$ cat config.mk
export PLATFORM = sky130hd
export DESIGN_NAME = sha256_compress_core
export DESIGN_NICKNAME = d
export VERILOG_FILES = /design/src/rtl/sha256_compress_core.sv
export SDC_FILE = /design/constraint.sdc
export NUM_CORES = 2
export LEC_CHECK = 0
export ABC_AREA = 1
export CORE_ASPECT_RATIO = 2
export CORE_UTILIZATION = 45
export DETAILED_ROUTE_END_ITERATION = 6
export HOLD_SLACK_MARGIN = 0.15
export PLACE_DENSITY = 0.7
export SLEW_MARGIN = 20
export SYNTH_ARGS = -nofsm -noshare
export SYNTH_HDL_FRONTEND = slang
export SYNTH_SLANG_ARGS = --single-unit
$ cat constraint.sdc
create_clock -name clk -period 6.4 [get_ports clk]
set_clock_uncertainty 0.05 [all_clocks]
set_input_delay 0.96 -clock clk [delete_from_list [all_inputs] [get_ports clk]]
set_output_delay 0.96 -clock clk [all_outputs]
set_load 0.1 [all_outputs]
$ cat src/rtl/sha256_compress_core.sv
// SHA-256 compression core: 64 rounds on a..h, one round per accepted W[t] word,
// then folds the working registers into the chaining value H0..H7.
// Define SHA224_EN to use the SHA-224 IV and zero digest[31:0].
module sha256_compress_core #(
    parameter int unsigned ROUNDS      = 64,
    parameter int unsigned DIGEST_HOLD = 0
) (
    input  logic         clk,
    input  logic         reset,
    input  logic         block_start,
    input  logic         first_block,
    input  logic [31:0]  wt,
    input  logic         wt_valid,
    output logic         busy,
    output logic [5:0]   round_idx,
    output logic         digest_valid,
    output logic [255:0] digest
);

    typedef enum logic [1:0] {StIdle, StLoad, StRound, StFinal} state_e;

`ifdef SHA224_EN
    localparam logic [31:0] HashIv [8] = '{
        32'hc1059ed8, 32'h367cd507, 32'h3070dd17, 32'hf70e5939,
        32'hffc00b31, 32'h68581511, 32'h64f98fa7, 32'hbefa4fa4
    };
`else
    localparam logic [31:0] HashIv [8] = '{
        32'h6a09e667, 32'hbb67ae85, 32'h3c6ef372, 32'ha54ff53a,
        32'h510e527f, 32'h9b05688c, 32'h1f83d9ab, 32'h5be0cd19
    };
`endif

    localparam logic [5:0] LastRound = 6'(ROUNDS - 1);

    function automatic logic [31:0] ror(input logic [31:0] x, input int unsigned n);
        return (x >> n) | (x << (32 - n));
    endfunction

    function automatic logic [31:0] k_rom(input logic [5:0] idx);
        logic [31:0] k;
        k = 32'h0;
        case (idx)
            6'd0:  k = 32'h428a2f98;  6'd1:  k = 32'h71374491;
            6'd2:  k = 32'hb5c0fbcf;  6'd3:  k = 32'he9b5dba5;
            6'd4:  k = 32'h3956c25b;  6'd5:  k = 32'h59f111f1;
            6'd6:  k = 32'h923f82a4;  6'd7:  k = 32'hab1c5ed5;
            6'd8:  k = 32'hd807aa98;  6'd9:  k = 32'h12835b01;
            6'd10: k = 32'h243185be;  6'd11: k = 32'h550c7dc3;
            6'd12: k = 32'h72be5d74;  6'd13: k = 32'h80deb1fe;
            6'd14: k = 32'h9bdc06a7;  6'd15: k = 32'hc19bf174;
            6'd16: k = 32'he49b69c1;  6'd17: k = 32'hefbe4786;
            6'd18: k = 32'h0fc19dc6;  6'd19: k = 32'h240ca1cc;
            6'd20: k = 32'h2de92c6f;  6'd21: k = 32'h4a7484aa;
            6'd22: k = 32'h5cb0a9dc;  6'd23: k = 32'h76f988da;
            6'd24: k = 32'h983e5152;  6'd25: k = 32'ha831c66d;
            6'd26: k = 32'hb00327c8;  6'd27: k = 32'hbf597fc7;
            6'd28: k = 32'hc6e00bf3;  6'd29: k = 32'hd5a79147;
            6'd30: k = 32'h06ca6351;  6'd31: k = 32'h14292967;
            6'd32: k = 32'h27b70a85;  6'd33: k = 32'h2e1b2138;
            6'd34: k = 32'h4d2c6dfc;  6'd35: k = 32'h53380d13;
            6'd36: k = 32'h650a7354;  6'd37: k = 32'h766a0abb;
            6'd38: k = 32'h81c2c92e;  6'd39: k = 32'h92722c85;
            6'd40: k = 32'ha2bfe8a1;  6'd41: k = 32'ha81a664b;
            6'd42: k = 32'hc24b8b70;  6'd43: k = 32'hc76c51a3;
            6'd44: k = 32'hd192e819;  6'd45: k = 32'hd6990624;
            6'd46: k = 32'hf40e3585;  6'd47: k = 32'h106aa070;
            6'd48: k = 32'h19a4c116;  6'd49: k = 32'h1e376c08;
            6'd50: k = 32'h2748774c;  6'd51: k = 32'h34b0bcb5;
            6'd52: k = 32'h391c0cb3;  6'd53: k = 32'h4ed8aa4a;
            6'd54: k = 32'h5b9cca4f;  6'd55: k = 32'h682e6ff3;
            6'd56: k = 32'h748f82ee;  6'd57: k = 32'h78a5636f;
            6'd58: k = 32'h84c87814;  6'd59: k = 32'h8cc70208;
            6'd60: k = 32'h90befffa;  6'd61: k = 32'ha4506ceb;
            6'd62: k = 32'hbef9a3f7;  6'd63: k = 32'hc67178f2;
            default: k = 32'h0;
        endcase
        return k;
    endfunction

    state_e      state_q, state_d;
    logic        busy_q, busy_d;
    logic        valid_q, valid_d;
    logic [5:0]  round_q, round_d;
    logic [31:0] work_q [8];  // a..h
    logic [31:0] work_d [8];
    logic [31:0] hash_q [8];  // H0..H7
    logic [31:0] hash_d [8];
    logic [31:0] t1, t2;

    // Round function on the current a..h, K[round_idx] and W[round_idx].
    always_comb begin
        t1 = work_q[7]
           + (ror(work_q[4], 6) ^ ror(work_q[4], 11) ^ ror(work_q[4], 25))
           + ((work_q[4] & work_q[5]) ^ (~work_q[4] & work_q[6]))
           + k_rom(round_q) + wt;
        t2 = (ror(work_q[0], 2) ^ ror(work_q[0], 13) ^ ror(work_q[0], 22))
           + ((work_q[0] & work_q[1]) ^ (work_q[0] & work_q[2]) ^ (work_q[1] & work_q[2]));
    end

    // Next-state: IDLE -> LOAD -> ROUND (stalls without wt_valid) -> FINAL -> IDLE.
    always_comb begin
        state_d = state_q;
        busy_d  = busy_q;
        round_d = round_q;
        work_d  = work_q;
        hash_d  = hash_q;
        valid_d = (DIGEST_HOLD != 0) ? valid_q : 1'b0;
        unique case (state_q)
            StIdle: begin
                if (block_start) begin
                    state_d = StLoad;
                    busy_d  = 1'b1;
                    valid_d = 1'b0;
                    if (first_block) hash_d = HashIv;
                end
            end
            StLoad: begin
                work_d  = hash_q;
                round_d = 6'd0;
                state_d = StRound;
            end
            StRound: begin
                if (wt_valid) begin
                    for (int i = 1; i < 8; i++) work_d[i] = work_q[i-1];
                    work_d[4] = work_q[3] + t1;
                    work_d[0] = t1 + t2;
                    if (round_q == LastRound) begin
                        round_d = 6'd0;
                        state_d = StFinal;
                    end else begin
                        round_d = round_q + 6'd1;
                    end
                end
            end
            StFinal: begin
                for (int i = 0; i < 8; i++) hash_d[i] = hash_q[i] + work_q[i];
                valid_d = 1'b1;
                busy_d  = 1'b0;
                state_d = StIdle;
            end
            default: state_d = StIdle;
        endcase
    end

    // State registers with synchronous active-high reset.
    always_ff @(posedge clk) begin
        if (reset) begin
            state_q <= StIdle;
            busy_q  <= 1'b0;
            valid_q <= 1'b0;
            round_q <= 6'd0;
            for (int i = 0; i < 8; i++) begin
                work_q[i] <= 32'h0;
                hash_q[i] <= HashIv[i];
            end
        end else begin
            state_q <= state_d;
            busy_q  <= busy_d;
            valid_q <= valid_d;
            round_q <= round_d;
            work_q  <= work_d;
            hash_q  <= hash_d;
        end
    end

    // Outputs come straight from registers; the digest is the chaining value.
    always_comb begin
        busy         = busy_q;
        round_idx    = round_q;
        digest_valid = valid_q;
`ifdef SHA224_EN
        digest = {hash_q[0], hash_q[1], hash_q[2], hash_q[3],
                  hash_q[4], hash_q[5], hash_q[6], 32'h0};
`else
        digest = {hash_q[0], hash_q[1], hash_q[2], hash_q[3],
                  hash_q[4], hash_q[5], hash_q[6], hash_q[7]};
`endif
    end

endmodule

==> results.sh <==
export IMPL_hold_ws_ns=0.460
export IMPL_gr_usage_met1=0.419
export IMPL_period_share=1.02
export IMPL_num_vias=58300
export IMPL_met2_usage=0.807
export IMPL_synth_nets=8133
export IMPL_dr_pass1_iters=7
export IMPL_violations="DRC, setup timing"
export IMPL_cp_depth=33
export IMPL_synth_edf_count=0
export IMPL_crit_slowest_cell="fa_1"
export IMPL_overflow=0
export IMPL_rr_worst_depth=33
export IMPL_setup_ws_ns=-0.130
export IMPL_timing_fmax_mhz=153
export IMPL_drc=22
export IMPL_grt_use_total=0.471
export IMPL_clock_path_buffers=3
export IMPL_final_nets=8721
export IMPL_yosysWarnings=0
export IMPL_worst_slew_pin_slew_ns=1.22
export IMPL_grt_use_met3=0.103
export IMPL_cap_violations=0
export IMPL_min_period_ns=6.53
export IMPL_dp_hpwl_mm=205
export IMPL_setup_violations=6
export IMPL_synth_cell_types=63
export IMPL_arrival_ns=7.04
export IMPL_wl_mm=266
export IMPL_worstSetupEndpointType="flip-flop"
export IMPL_synthFlopType="dfxtp_1"
export IMPL_critPathMaxFanout=4
export IMPL_die_h_um=468
export IMPL_crit_buf_inv=10
export IMPL_htreeDepth=2
export IMPL_gp_congestion=1.10
export IMPL_io_pins=301
export IMPL_grt_pass1_wl_mm=378
export IMPL_cp_start_kind="flip-flop"
export IMPL_area_growth_pct=24.0
export IMPL_wire_per_inst_um=27.7
export IMPL_cts_root_buf="clkbuf_16"
export IMPL_cts_sinks=554
export IMPL_netlist_instances=7600
export IMPL_drtIter0Drc=4847
export IMPL_fin_cells=9620
export IMPL_synth_seq_cells=554
export IMPL_clk_latency_ns=0.72
export IMPL_slew_headroom=0.184
export IMPL_cpLargestDelayFamily="adder cells"
export IMPL_cts_tree="yes"
export IMPL_port_buffers=300
export IMPL_layout_common_cells="nand2_1, inv_1, a21oi_1, o21ai_0, buf_4"
export IMPL_core_area_um2=108000
export IMPL_fin_util=0.564
export IMPL_antenna_found_initial=16
export IMPL_grt_pass1_vias=56300
export IMPL_drive_gt1_frac=0.125
export IMPL_final_common_cell="nand2_1"
export IMPL_dieArea_um2=110000
export IMPL_crit_type="flip-flop to flip-flop"
export IMPL_tns_ns=-0.257
export IMPL_finalMaxSlewViolations=0
export IMPL_ctsHoldBuffers=0
export IMPL_crit_required_ns=6.91
export IMPL_grt_max_degree=196
export IMPL_numCtsBuffers=57
export IMPL_slowest_delay_ns=0.58
export IMPL_rsz0062_at_grt="yes"
export IMPL_ant_nets=0
export IMPL_busiest_layer="met2"
export IMPL_dpl_cell_count=9480
export IMPL_fp_row_count=170
export IMPL_avgSynthCellArea_um2=6.44
export IMPL_routed_via_density=6.06
export IMPL_hp_class="input pin to flip-flop"
export IMPL_path_clk_slew_ns=0.08
export IMPL_netlist_area_um2=49000
export IMPL_synthArstFlopShare=0
export IMPL_worstHoldPathCells=2
export IMPL_die_w_um=235
export IMPL_start_util=0.455
export IMPL_status="complete, but fails checks"
export IMPL_finalHoldViolations=0
export IMPL_seq_area_frac_synth=0.227
layer usage:
metal | wire length [um] | part of all wire
met5 | 65 | 0.00024
met4 | 41500 | 0.16
met3 | 20300 | 0.076
met2 | 124000 | 0.47
met1 | 80200 | 0.30
repair_timing:
action,4_1_cts,5_1_grt
endpoints found under the setup margin,34,42
buffers inserted,9,21
gates resized for setup,124,286
pin swaps,29,135
through the flow:
stage / cell area [um^2] / worst slack, ns
floorplan: 49000 / 0.123
global placement: 56600 / -1.17
detailed placement: 56600 / -1.16
CTS: 59300 / -0.0756
global route: 60700 / -0.343
finish: 60700 / -0.130
cells in the mapped netlist (all sizes together), types with 46 or more instances:
| cell type | n | share of area |
|---|---|---|
| nand4 | 71 | 0.0094 |
| xnor2 | 107 | 0.019 |
| o21ai | 748 | 0.077 |
| inv | 938 | 0.072 |
| a31oi | 212 | 0.027 |
| nand3 | 451 | 0.046 |
| nor3 | 90 | 0.0093 |
| dfxtp | 554 | 0.23 |
| fa | 133 | 0.054 |
| clkbuf | 298 | 0.023 |
| o21bai | 95 | 0.015 |
| ha | 363 | 0.093 |
| a21oi | 753 | 0.077 |
| xor2 | 131 | 0.023 |
| buf | 46 | 0.0046 |
| a21o | 50 | 0.0077 |
| nor2 | 502 | 0.039 |
| o211ai | 49 | 0.0075 |
| nand2 | 1816 | 0.14 |
worst paths after layout:
path	startpoint	to	slack, ns
worst max-delay path	work_q[110]$_SDFFE_PP0P_	work_q[254]$_SDFFE_PP0P_	-0.13
worst min-delay path	reset	digest[26]$_SDFFE_PP0P_	0.46
worst max register to register	work_q[110]$_SDFFE_PP0P_	work_q[254]$_SDFFE_PP0P_	-0.13
worst min register to register	digest[62]$_SDFFE_PP0P_	digest[62]$_SDFFE_PP0P_	0.46
final cells by class:
type	count	area, um^2
clock buffers	73	1600
well taps	1376	1720
repair buffers	873	7480
inverters	939	3550
fillers	10700	46900
flip-flops and latches	554	11100
multi-input cells	5763	34700
clock inverters	31	502
diodes	11	27.5
worst register-to-register path: cells and delay by family (launching register included):
family                   cells  cell delay, ns
buffers and inverters       10            0.86
AO/OA/AOI/OAI                4            0.43
XOR/XNOR                     3            0.49
adder cells (fa/ha/maj)      6            2.75
AND/OR/NAND/NOR             10            1.44
flip-flops                   1            0.37
cell families after synthesis:
kind of cell,Yosys count,share of synthesized area
buffers and inverters,1283,0.0995
AND/OR/NAND/NOR,3007,0.254
adder cells (fa/ha/maj),497,0.147
XOR/XNOR,238,0.0426
flip-flops,554,0.227
AO/OA/AOI/OAI,2014,0.228
multiplexers,7,0.00156
registers in the layout, indices dropped and copies added, names as in the netlist, named ones only:
register,count
busy,1
digest,256
work_q,256
state_q,2
digest_valid,1
round_idx,6
Power is not shown: default switching activity piles up to over one toggle a cycle in this logic, so the estimate is an artifact.
